--- src/rtl/sunsen_frame_rx.sv ---
// Sun-sensor frame receiver: assembles 7-byte SYNC/STATUS/X/Y/CHK frames from
// the I2C sequencer byte strobe, checks the XOR checksum and publishes good frames.
module sunsen_frame_rx #(
    parameter logic [7:0]  SYNC_BYTE   = 8'h5A,
    parameter logic [15:0] TIMEOUT_CYC = 16'd50000
) (
    input  logic        PCLK,
    input  logic        PRESETN,
    input  logic [7:0]  rx_data,
    input  logic        rx_valid,
    input  logic        frame_ack,
    output logic        frame_ready,
    output logic [7:0]  sen_status,
    output logic [15:0] x_angle,
    output logic [15:0] y_angle,
    output logic [7:0]  chk_err_cnt,
    output logic [7:0]  timeout_cnt,
    output logic [7:0]  overrun_cnt,
    output logic        busy
);

    typedef enum logic [1:0] {HUNT, RECV, CHECK} state_t;

    localparam logic [15:0] GAP_MAX = TIMEOUT_CYC - 16'd1;

    state_t      state_q, state_d;
    logic [2:0]  idx_q, idx_d;
    logic [7:0]  xor_q, xor_d;
    logic [15:0] gap_q, gap_d;
    logic        chk_ok_q, chk_ok_d;
    logic [7:0]  sh_status_q, sh_status_d;
    logic [15:0] sh_x_q, sh_x_d;
    logic [15:0] sh_y_q, sh_y_d;

    logic        frame_ready_q, frame_ready_d;
    logic [7:0]  sen_status_q, sen_status_d;
    logic [15:0] x_angle_q, x_angle_d;
    logic [15:0] y_angle_q, y_angle_d;
    logic [7:0]  chk_err_cnt_q, chk_err_cnt_d;
    logic [7:0]  timeout_cnt_q, timeout_cnt_d;
    logic [7:0]  overrun_cnt_q, overrun_cnt_d;
    logic        busy_q, busy_d;

    logic        sync_seen;
    assign sync_seen = rx_valid && (rx_data == SYNC_BYTE);

    function automatic logic [7:0] sat_inc(input logic [7:0] v);
        return (v == 8'hFF) ? v : v + 8'd1;
    endfunction

    always_comb begin
        state_d       = state_q;
        idx_d         = idx_q;
        xor_d         = xor_q;
        gap_d         = gap_q;
        chk_ok_d      = chk_ok_q;
        sh_status_d   = sh_status_q;
        sh_x_d        = sh_x_q;
        sh_y_d        = sh_y_q;
        sen_status_d  = sen_status_q;
        x_angle_d     = x_angle_q;
        y_angle_d     = y_angle_q;
        chk_err_cnt_d = chk_err_cnt_q;
        timeout_cnt_d = timeout_cnt_q;
        overrun_cnt_d = overrun_cnt_q;
        // An ack clears the flag; a commit in the same cycle overrides below.
        frame_ready_d = frame_ready_q && !frame_ack;

        case (state_q)
            HUNT: begin
                if (sync_seen) begin
                    state_d = RECV;
                    idx_d   = 3'd1;
                    xor_d   = 8'h00;
                    gap_d   = 16'd0;
                end
            end
            RECV: begin
                if (rx_valid) begin
                    if (idx_q == 3'd6) begin
                        chk_ok_d = (rx_data == xor_q);
                        state_d  = CHECK;
                    end else begin
                        case (idx_q)
                            3'd1:    sh_status_d   = rx_data;
                            3'd2:    sh_x_d[15:8]  = rx_data;
                            3'd3:    sh_x_d[7:0]   = rx_data;
                            3'd4:    sh_y_d[15:8]  = rx_data;
                            default: sh_y_d[7:0]   = rx_data;
                        endcase
                        xor_d = xor_q ^ rx_data;
                        idx_d = idx_q + 3'd1;
                    end
                    gap_d = 16'd0;
                end else if (gap_q == GAP_MAX) begin
                    state_d       = HUNT;
                    timeout_cnt_d = sat_inc(timeout_cnt_q);
                end else begin
                    gap_d = gap_q + 16'd1;
                end
            end
            CHECK: begin
                if (chk_ok_q) begin
                    sen_status_d  = sh_status_q;
                    x_angle_d     = sh_x_q;
                    y_angle_d     = sh_y_q;
                    frame_ready_d = 1'b1;
                    if (frame_ready_q && !frame_ack)
                        overrun_cnt_d = sat_inc(overrun_cnt_q);
                end else begin
                    chk_err_cnt_d = sat_inc(chk_err_cnt_q);
                end
                // A SYNC arriving in this cycle starts the next frame directly.
                if (sync_seen) begin
                    state_d = RECV;
                    idx_d   = 3'd1;
                    xor_d   = 8'h00;
                    gap_d   = 16'd0;
                end else begin
                    state_d = HUNT;
                end
            end
            default: state_d = HUNT;
        endcase

        busy_d = (state_d != HUNT);
    end

    always_ff @(posedge PCLK or negedge PRESETN) begin
        if (!PRESETN) begin
            state_q       <= HUNT;
            idx_q         <= 3'd0;
            xor_q         <= 8'h00;
            gap_q         <= 16'd0;
            chk_ok_q      <= 1'b0;
            sh_status_q   <= 8'h00;
            sh_x_q        <= 16'h0000;
            sh_y_q        <= 16'h0000;
            frame_ready_q <= 1'b0;
            sen_status_q  <= 8'h00;
            x_angle_q     <= 16'h0000;
            y_angle_q     <= 16'h0000;
            chk_err_cnt_q <= 8'h00;
            timeout_cnt_q <= 8'h00;
            overrun_cnt_q <= 8'h00;
            busy_q        <= 1'b0;
        end else begin
            state_q       <= state_d;
            idx_q         <= idx_d;
            xor_q         <= xor_d;
            gap_q         <= gap_d;
            chk_ok_q      <= chk_ok_d;
            sh_status_q   <= sh_status_d;
            sh_x_q        <= sh_x_d;
            sh_y_q        <= sh_y_d;
            frame_ready_q <= frame_ready_d;
            sen_status_q  <= sen_status_d;
            x_angle_q     <= x_angle_d;
            y_angle_q     <= y_angle_d;
            chk_err_cnt_q <= chk_err_cnt_d;
            timeout_cnt_q <= timeout_cnt_d;
            overrun_cnt_q <= overrun_cnt_d;
            busy_q        <= busy_d;
        end
    end

    assign frame_ready = frame_ready_q;
    assign sen_status  = sen_status_q;
    assign x_angle     = x_angle_q;
    assign y_angle     = y_angle_q;
    assign chk_err_cnt = chk_err_cnt_q;
    assign timeout_cnt = timeout_cnt_q;
    assign overrun_cnt = overrun_cnt_q;
    assign busy        = busy_q;

endmodule

--- config.mk ---
export PLATFORM = sky130hd
export DESIGN_NAME = sunsen_frame_rx
export DESIGN_NICKNAME = d
export VERILOG_FILES = /design/src/rtl/sunsen_frame_rx.sv
export SDC_FILE = /design/constraint.sdc
export NUM_CORES = 1
export LEC_CHECK = 0
export BUFFER_PORTS_ARGS = -buffer_cell sky130_fd_sc_hd__buf_2
export CORE_MARGIN = 3
export CORE_UTILIZATION = 30
export CTS_BUF_LIST = sky130_fd_sc_hd__clkbuf_4
export DETAILED_ROUTE_END_ITERATION = 8
export HOLD_SLACK_MARGIN = 0.05
export PLACE_DENSITY = 0.57
export SYNTH_ARGS = -nofsm -noshare
export SYNTH_HDL_FRONTEND = slang
export SYNTH_SLANG_ARGS = --single-unit
--- constraint.sdc ---
create_clock -name PCLK -period 3.58 [get_ports PCLK]
set_input_delay 0.179 -clock PCLK [delete_from_list [all_inputs] [get_ports PCLK]]
set_output_delay 0.179 -clock PCLK [all_outputs]
set_load 0.005 [all_outputs]
==> impl_metrics.csv <==
group,metric,value,unit
yosys,synth_ff_type,"dfrtp_1",
yosys,async_flop_share,100.0,%
floorplan,ios,78,
cts,cts-resized-gates,0,
power_and_ir_drop,switching_power,0.8866,mW
global_routing,grt_max_degree,86,
floorplan,start_util,31.17,%
job,cap_violations,0,
yosys,synth_nets,500,
floorplan,die_x,146.8,um
finish,instances_no_fill,842,
setup_path,cp.required,4.00,ns
detailed_routing,ant_nets,0,
yosys,synth-seq-cells,136,
power_and_ir_drop,swShare,28.63,%
setup_path,path_max_fanout,16,
setup_path,critPathCaptureType,"register",
finish,synthToLayoutAreaGrowth,16.68,%
power_and_ir_drop,cellLeakagePower,3.468,nW
timing,maxSlewHeadroom,38.84,%
finish,nNetsFinal,590,
floorplan,rows,50,
detailed_routing,wl_per_cell,15.72,um
placed_design,gp_congestion,0.8009,
cts,cts_setup_buffers,0,
timing,period_minus_slack,2.489,ns
timing,fin_crit_sh,69.54,%
timing,tightest_slew,0.9112,ns
cts,cts_made_buffers,17,
timing,tns,0,ns
run_status,status,"finished, final reports clean",
detailed_routing,vias_per_cell,4.821,
power_and_ir_drop,clockPowerShare,30.1,%
finish,n_antenna_cell,0,
cts,clockBufferDepth,2,
floorplan,die_h,146.8,um
setup_path,cp.arrival,2.91,ns
floorplan,dieArea,0.02155,sq mm
power_and_ir_drop,p_int,2.210,mW
placed_design,io_buffers,77,
detailed_routing,drt_first_iter_violations,288,
worst_hold_path,min_path_type,"primary input to register",
setup_path,critPathLaunchType,"register",
power_and_ir_drop,seqPwrFrac,57.9,%
yosys,synth_cells,479,
placed_design,dp_cells,800,
cts,hold_buffers,10,
global_routing,grt-ovfl-total,0,
cts,clk_latency,0.53,ns
finish,fillers,1897,
timing,slew_violations,0,
detailed_routing,drc,0,
yosys,yosysWarnings,0,
cts,cts_tree,"done",
cts,root_buffer,"clkbuf_4",
cts,cts_num_sinks,136,
cts,htreeDepth,4,
detailed_routing,via_count,4059,
detailed_routing,routed_wl,13240,um
timing,rsz0062_at_grt,"no",
global_routing,grt_pass1_vias,4277,
timing,fmax,0.4017,GHz
yosys,avgSynthCellArea,12.42,sq um
placed_design,dp_hpwl,9078,um
detailed_routing,firstDrtPassIters,4,
power_and_ir_drop,peakVddDrop,0.1871,mV
global_routing,antenna_found_initial,0,
finish,drive_gt1_share,34.88,%
yosys,synth_edf_count,0,
yosys,syn-cell-area,0.005947,sq mm
setup_path,path_class,"register to register",
global_routing,grt_first_pass_wirelength,22250,um
floorplan,core,0.01908,sq mm
timing,setup-violations-final,0,
global_routing,grtUsageTotal,12.91,%
yosys,synth_cell_types,49,
power_and_ir_drop,combPwrFrac,12.0,%
yosys,yosysSeqAreaShare,57.23,%
timing,skew,0.01201,ns
timing,final_hold_viol_count,0,
cts,path_clk_slew,0.11,ns
power_and_ir_drop,power_density,446.2,mW/mm^2
==> critical path, cell delays in order (launching register included) <==
cell and delay [ns]:
dfrtp_1 0.49, nand3b_1 0.71, a311oi_2 0.78, mux2_2 0.41
==> metrics by stage <==
stage / worst slack [ns] / hold WS [ns] / util (%) / total power, mW / area [sq um]
detailed placement: 1.068 / 0.3031 / 34.50 / 2.193 / 6583
floorplan: 1.718 / -0.1166 / - / 2.059 / 5947
global route: 0.8419 / 0.07573 / 36.37 / 3.294 / 6939
CTS: 1.039 / 0.05555 / 36.37 / 3.159 / 6939
global placement: 1.138 / 0.2833 / 34.50 / 2.156 / 6583
finish: 1.091 / 0.1314 / 36.37 / 3.096 / 6939
==> sequential cells by signal (all words and copies together), names as in the netlist <==
signal and flops:
timeout_cnt 8, overrun_cnt 8, sh_x_q 16, x_angle 16, y_angle 16, state_q 2, gap_q 16, chk_ok_q 1
sh_status_q 8, xor_q 8, idx_q 3, chk_err_cnt 8, frame_ready 1, sh_y_q 16, busy 1, sen_status 8
==> synthesized netlist by cell type, drive strengths merged (8+ instances only) <==
master  count  share of area (%)
nand4      15                1.7
ha          9                1.9
nand3      17                1.5
buf         8               0.97
nand2      36                2.3
xnor2      16                2.4
o21ai      42                3.5
dfrtp     136                 57
clkbuf     11               0.78
inv        12               0.76
nor2       24                1.5
mux2       78                 15
==> worst paths after layout <==
| check | slack [ns] | depth (start not counted) | end | from |
|---|---|---|---|---|
| setup reg to reg | 1.09 | 3 | overrun_cnt[1] | state_q[0] |
| setup / recovery | 1.09 | 3 | overrun_cnt[1] | state_q[0] |
| hold reg to reg | 0.49 | 2 | sh_x_q[0] | sh_x_q[0] |
| min in group asynchronous | 0.27 | 2 | gap_q[7] | PRESETN |
| max in group asynchronous | 2.44 | 3 | y_angle[4] | PRESETN |
| hold / removal | 0.13 | 3 | state_q[1] | rx_valid |
==> layout by cell type, fill, tap and decap left out, types with 2 or more instances in the layout <==
cell             n
clkinvlp_4       4
nand4_1         14
nor4_4           2
and3_1           6
nor4b_1          4
clkinv_4         3
inv_6            2
o41ai_1          3
nand3b_1         2
and4_1           3
nand2_1         36
a21oi_1          5
xor2_1           6
nand4bb_4        2
nand2b_1         6
nor2_1          24
clkinv_2         5
ha_1             9
nor4_1           4
o21ai_0         41
buf_4            3
nand3_1         16
clkbuf_4        17
xnor2_1         16
and4b_2          2
and2_1           2
inv_1           12
dlygate4sd3_1   10
buf_2           76
a31oi_1          4
mux2_2          78
nor3_1           3
o31ai_1          6
dfrtp_1        136
==> cells by family (layout without fill, tap and decap cells) <==
logic type	Yosys count	after routing	synth area share [%]
AOI/OAI and AO/OA	67	67	6.817
xor gates and xnor gates	22	22	3.240
adders and majority gates	9	9	1.894
buffers and inverters	31	134	2.504
DFF	136	136	57.23
muxes	78	78	14.77
and+or+nand+nor	136	136	13.55
==> layout make-up <==
type	count	area (sq um)	area share (%)
clock inverter	15	128.9	1.857
timing repair buffer	90	514.2	7.411
multi-input combinational	312	2395	34.51
sequential	136	3403	49.04
inverter	12	45.04	0.6491
tap	260	325.3	4.688
clock buffer	17	127.6	1.839
==> per-layer routing <==
metal	part of all wire (%)	GRT usage, %	vias up
li1	-	-	1901
met1	45	16.66	2034
met2	48	20.26	107
met3	5.3	3.856	17
met4	1.9	5.409	0
met5	0	0	-
==> power by group through the flow <==
stage | combinational, mW | sequential, mW | clock (mW)
after floorplan | 0.276 | 1.78 | 0
after global placement | 0.348 | 1.81 | 0
after detailed placement | 0.370 | 1.82 | 0
after CTS | 0.379 | 1.79 | 0.988
after global routing | 0.430 | 1.81 | 1.05
final | 0.372 | 1.79 | 0.933
Power figures use the tool's default switching activity.
